### src/rtl/viterbi_ref_history.sv
// Reference bit history (hist[0] newest) with a latency-selected read tap.
module viterbi_ref_history #(
   parameter  int MAX_LAT = 63,
   localparam int LW      = $clog2(MAX_LAT + 1)
) (
   input  logic          clk,
   input  logic          rst,
   input  logic          push,
   input  logic          din,
   input  logic [LW-1:0] sel,
   output logic          dout
);

   logic [MAX_LAT:0] hist;

   always_ff @(posedge clk or negedge rst) begin
      if (!rst)      hist <= '0;
      else if (push) hist <= {hist[MAX_LAT-1:0], din};
   end

   // Read is combinational so a same-cycle push still compares against the old contents.
   assign dout = hist[sel];

endmodule

### config.mk
export PLATFORM = sky130hd
export DESIGN_NAME = viterbi_ref_history
export DESIGN_NICKNAME = d
export VERILOG_FILES = /design/src/rtl/viterbi_ref_history.sv
export SDC_FILE = /design/constraint.sdc
export NUM_CORES = 1
export LEC_CHECK = 0
export BUFFER_PORTS_ARGS = -buffer_cell sky130_fd_sc_hd__buf_2
export CORE_MARGIN = 2
export CORE_UTILIZATION = 55
export CTS_CLUSTER_SIZE = 24
export DETAILED_ROUTE_END_ITERATION = 10
export GPL_TIMING_DRIVEN = 0
export PLACE_DENSITY = 0.74
export SYNTH_ARGS = -nofsm -noshare
export SYNTH_HDL_FRONTEND = slang
export SYNTH_SLANG_ARGS = --single-unit
### constraint.sdc
create_clock -name clk -period 2 [get_ports clk]
set_clock_uncertainty 0.05 [all_clocks]
set_input_delay 0.3 -clock clk [delete_from_list [all_inputs] [get_ports clk]]
set_output_delay 0.3 -clock clk [all_outputs]
set_load 0.05 [all_outputs]
After elaboration in Yosys (flattened, before gate mapping). Cells that the tools add are included.

Input bits: 10. Flip-flop bits (word level): 64.

Magnitude comparators: 1. Mux-type cells: 2.

Operators by type and width (count): 6-bit by 7-bit less-than comparator with 1-bit output (second input constant) (1); 1-bit binary-select mux with 6-bit select (1); 1-bit 2-to-1 mux (1).

Logic depth before layout (Yosys ltp).
Depth in word-level cells: 2. Gate-level depth with buffers: 7. Depth with buffers taken out: 5.

Least setup slack after synthesis. OpenSTA, ideal clock, no wires.

Path type: input port to output port. Start: in sel[2]. End: out dout. Data required time: 1.650 ns. Slack: -0.256 ns. Path buffers: 1. Stages on the path: 6. Arrival: 1.906 ns. Path through: clkbuf_1 > mux4_2 > inv_1 > a221oi_2 > a211oi_2 > a211oi_2.

Word-level cells in the longest chain between the ends: 2.

RTL lines: from (decl) (RTL line 10) `input logic [LW-1:0] sel,`; 1-bit binary-select mux with 6-bit select (RTL line 22) `assign dout = hist[sel];`; 1-bit 2-to-1 mux (implied by the code) (RTL line 22); to (decl) (RTL line 11) `output logic dout`.

Every way passes these cells. The select of a mux whose other input is x is not followed.

Final worst setup path.
Start: reg hist[55]. End: out dout.

Word-level cells in the longest chain between the ends: 2.

RTL lines: from (decl) (RTL line 14) `logic [MAX_LAT:0] hist;`; from (signal assigned) (RTL line 18) `else if (push) hist <= {hist[MAX_LAT-1:0], din};`; 1-bit binary-select mux with 6-bit select (RTL line 22); 1-bit 2-to-1 mux (implied by the code) (RTL line 22).

Every way passes these cells. The select of a mux whose other input is x is not followed.

==> run metrics <==
Worst EP required 1.65 ns; Worst VDD drop 0.0006458 V; most used cell, CP a211oi_4; leading registers by flop count hist (64); Buf/Inv on CP 1; die area 5964 µm²; Rows 26; max-slew violations 0; Initial Util 0.5738; Largest Register hist; Hold Path Class primary input to async pin; clk root buf clkbuf_8; ANT nets after route 0; Post-Layout Inst Area 3349 µm²; Arrival @ worst endpoint 2.09 ns; nets@finish 228; max cap viols 0; vias in the first global route 1889; violations in the final reports hold timing, setup timing; GRT overflow 0; pwr/cell area 1040 nW/µm²; placed cell areas 3078 µm²; startpoint types flip-flop; vias 1741; Syn. warnings 0; Adder-Cell Fraction of Synth Area 0; Critical Path Max Stage Delay 0.52 ns; largest net degree at the start of global routing 65; CTS Hold Bufs 0; Finished Layout Cells 293; outcome complete, but fails checks; simple-gate share of the synthesized area 0.04073; Die Wd 77.23 µm; CP Max Fanout 2; initial antenna violation count 0; ANT cells 0; final core utilization 0.6517; Worst Max-Slew Pin Slew 0.7783 ns; Static Leak 1.549 nW; Seq/Total Area, Yosys 0.5431; fin crit period 2.442 ns; fin crit share 1.221; headroom to the max-slew limit 0.4811; io pins 11; first-pass GRT wire length 9156 µm; Sink Count 64; Via density 5.942; Synth cell types 26; Area Growth Syn to Fin 13.58%; delay-heaviest family, CP compound AO/OA/AOI/OAI gates; Die Y 77.23 µm; input/output buffers 6; synthesized flop and latch total 64; drt total wl 5326 µm; core box area 5140 µm²; DP Cell Count 273; Syn Nets 207; post-synthesis compound-gate area fraction 0.03267; Crit-path slowest cell mux4_2; worst setup path category flip-flop to output port; post-synthesis xor/xnor area fraction 0; DR iter-0 viols 106; layout cell share with drive strength beyond 1 0.5022; Clock Latency Late Sink 0.34 ns; Hold Slack -0.03172 ns; Total GRT Usage 0.2002; Hold Vio Cnt, Final 17; largest family of logic cells by synthesized area multiplexers; RePlAce Congestion 0.7813; Final setup viols 1; Largest register FFs 64; multiplexer area fraction after synthesis 0.3581; syn avg cell area 14.97 µm²; post-detail-place hpwl 3535 µm; # fillers 384; worst-case clock buffer depth 2; WL/cell 18.18 µm; TritonCTS Buffers 9; Worst-path clk slew 0.07 ns; Max Freq 0.4094 GHz; RSZ-0062 raised after global routing yes; Gate Count Post-Synth 197; Worst setup EP type output port; synthesized cell area 2949 µm²; # DRC 0; DRT Pass-1 Iters 4; final worst slack -0.4425 ns; Tot Pwr 3.482 mW; CTS tree done; htree depth 3; critical-path cell list mux4_2 > o2111ai_2 > nand3_2 > a211oi_4 > a211oi_4 > buf_6
## timing repair
| item | in CTS | in global routing |
|---|---|---|
| setup buffers | 4 | 0 |
| gates cloned | 0 | 0 |
| pin swaps | 3 | 1 |
| gates resized for setup | 4 | 2 |
| setup endpoints to repair | 1 | 1 |
## cell type report
cell class / instances / area (µm²) / share of cell area
Sequential cell: 64 / 1602 / 0.4781
Multi-Input combinational cell: 116 / 1295 / 0.3866
Clock buffer: 14 / 182.7 / 0.05454
Tap cell: 70 / 87.58 / 0.02615
Timing Repair Buffer: 10 / 68.82 / 0.02055
Buffer: 13 / 63.81 / 0.01905
Clock inverter: 2 / 35.03 / 0.01046
Inverter: 4 / 15.01 / 0.004483
## layer usage
metal	track usage	part of all wire	routed length (µm)	vias to the layer above
met4	0.08929	0.021	114	0
met1	0.2621	0.45	2380	908
li1	-	-	-	773
met3	0.04824	0.041	218	15
met2	0.3191	0.49	2612	45
met5	0	0	0	-
## where the power goes
part	switching (mW)	internal, mW
clock	0.470	0.711
sequential	0.186	1.55
combinational	0.220	0.346
total	0.875	2.61
## through the flow
| step | setup TNS, ns | setup slack [ns] |
|---|---|---|
| after floorplan | 0 | 0.004814 |
| final | -0.4425 | -0.4425 |
| after detailed placement | -0.3421 | -0.3421 |
| after global placement | -0.3391 | -0.3391 |
| after CTS | -0.3682 | -0.3682 |
| after global routing | -0.4751 | -0.4751 |
## path summary, 6_finish.rpt
check                         start        to  slack, ns  depth (start not counted)
setup / recovery           hist[55]      dout      -0.44                          6
hold / removal                  rst  hist[22]      -0.03                          1
setup reg to reg           hist[53]  hist[54]       1.06                          2
hold reg to reg            hist[63]  hist[63]       0.47                          1
max in group asynchronous       rst  hist[55]       1.39                          1
min in group clk                din   hist[0]       0.16                          2
## cell families (layout without fill, tap and decap cells)
logic type / after synthesis / in the layout
simple gates: 24 / 24
mux: 82 / 82
flops: 64 / 64
compound gates: 10 / 10
buf+inv: 17 / 43
## synth_stat cells
library cell / count / area (µm²)
mux4_2: 11 / 247.7
o2111ai_1: 1 / 8.760
a32oi_1: 1 / 8.760
nand2_1: 3 / 11.26
dfrtp_1: 64 / 1602
mux2i_1: 5 / 50.05
nor2b_1: 2 / 12.51
nand4_1: 1 / 6.260
nand2b_1: 2 / 12.51
inv_1: 4 / 15.01
mux4_1: 1 / 26.28
nor4_1: 3 / 18.77
a2111oi_0: 1 / 8.760
mux2_2: 65 / 732.0
buf_2: 3 / 15.01
nor2_1: 7 / 26.28
clkbuf_1: 9 / 33.78
a221oi_2: 1 / 15.01
and3_1: 2 / 12.51
a211oi_1: 1 / 7.510
a211oi_2: 2 / 25.02
nor3_1: 2 / 10.01
nand3_1: 2 / 10.01
buf_6: 1 / 11.26
a22oi_1: 2 / 15.01
o211ai_1: 1 / 7.510
## cells in the final DEF (no fill, tap or decap), drive strengths merged
cell	netlist	routed
a32oi	1	1
nand2b	2	2
nand3	2	2
buf	4	14
dfrtp	64	64
mux4	12	12
nand4	1	1
a211oi	3	3
nor2	7	7
a22oi	2	2
o2111ai	1	1
inv	4	4
clkinv	0	1
and3	2	2
o211ai	1	1
mux2	65	65
nor4	3	3
a2111oi	1	1
clkbuf	9	23
nand2	3	3
mux2i	5	5
a221oi	1	1
nor3	2	2
nor2b	2	2
bufinv	0	1
Power figures use the tool's default switching activity.
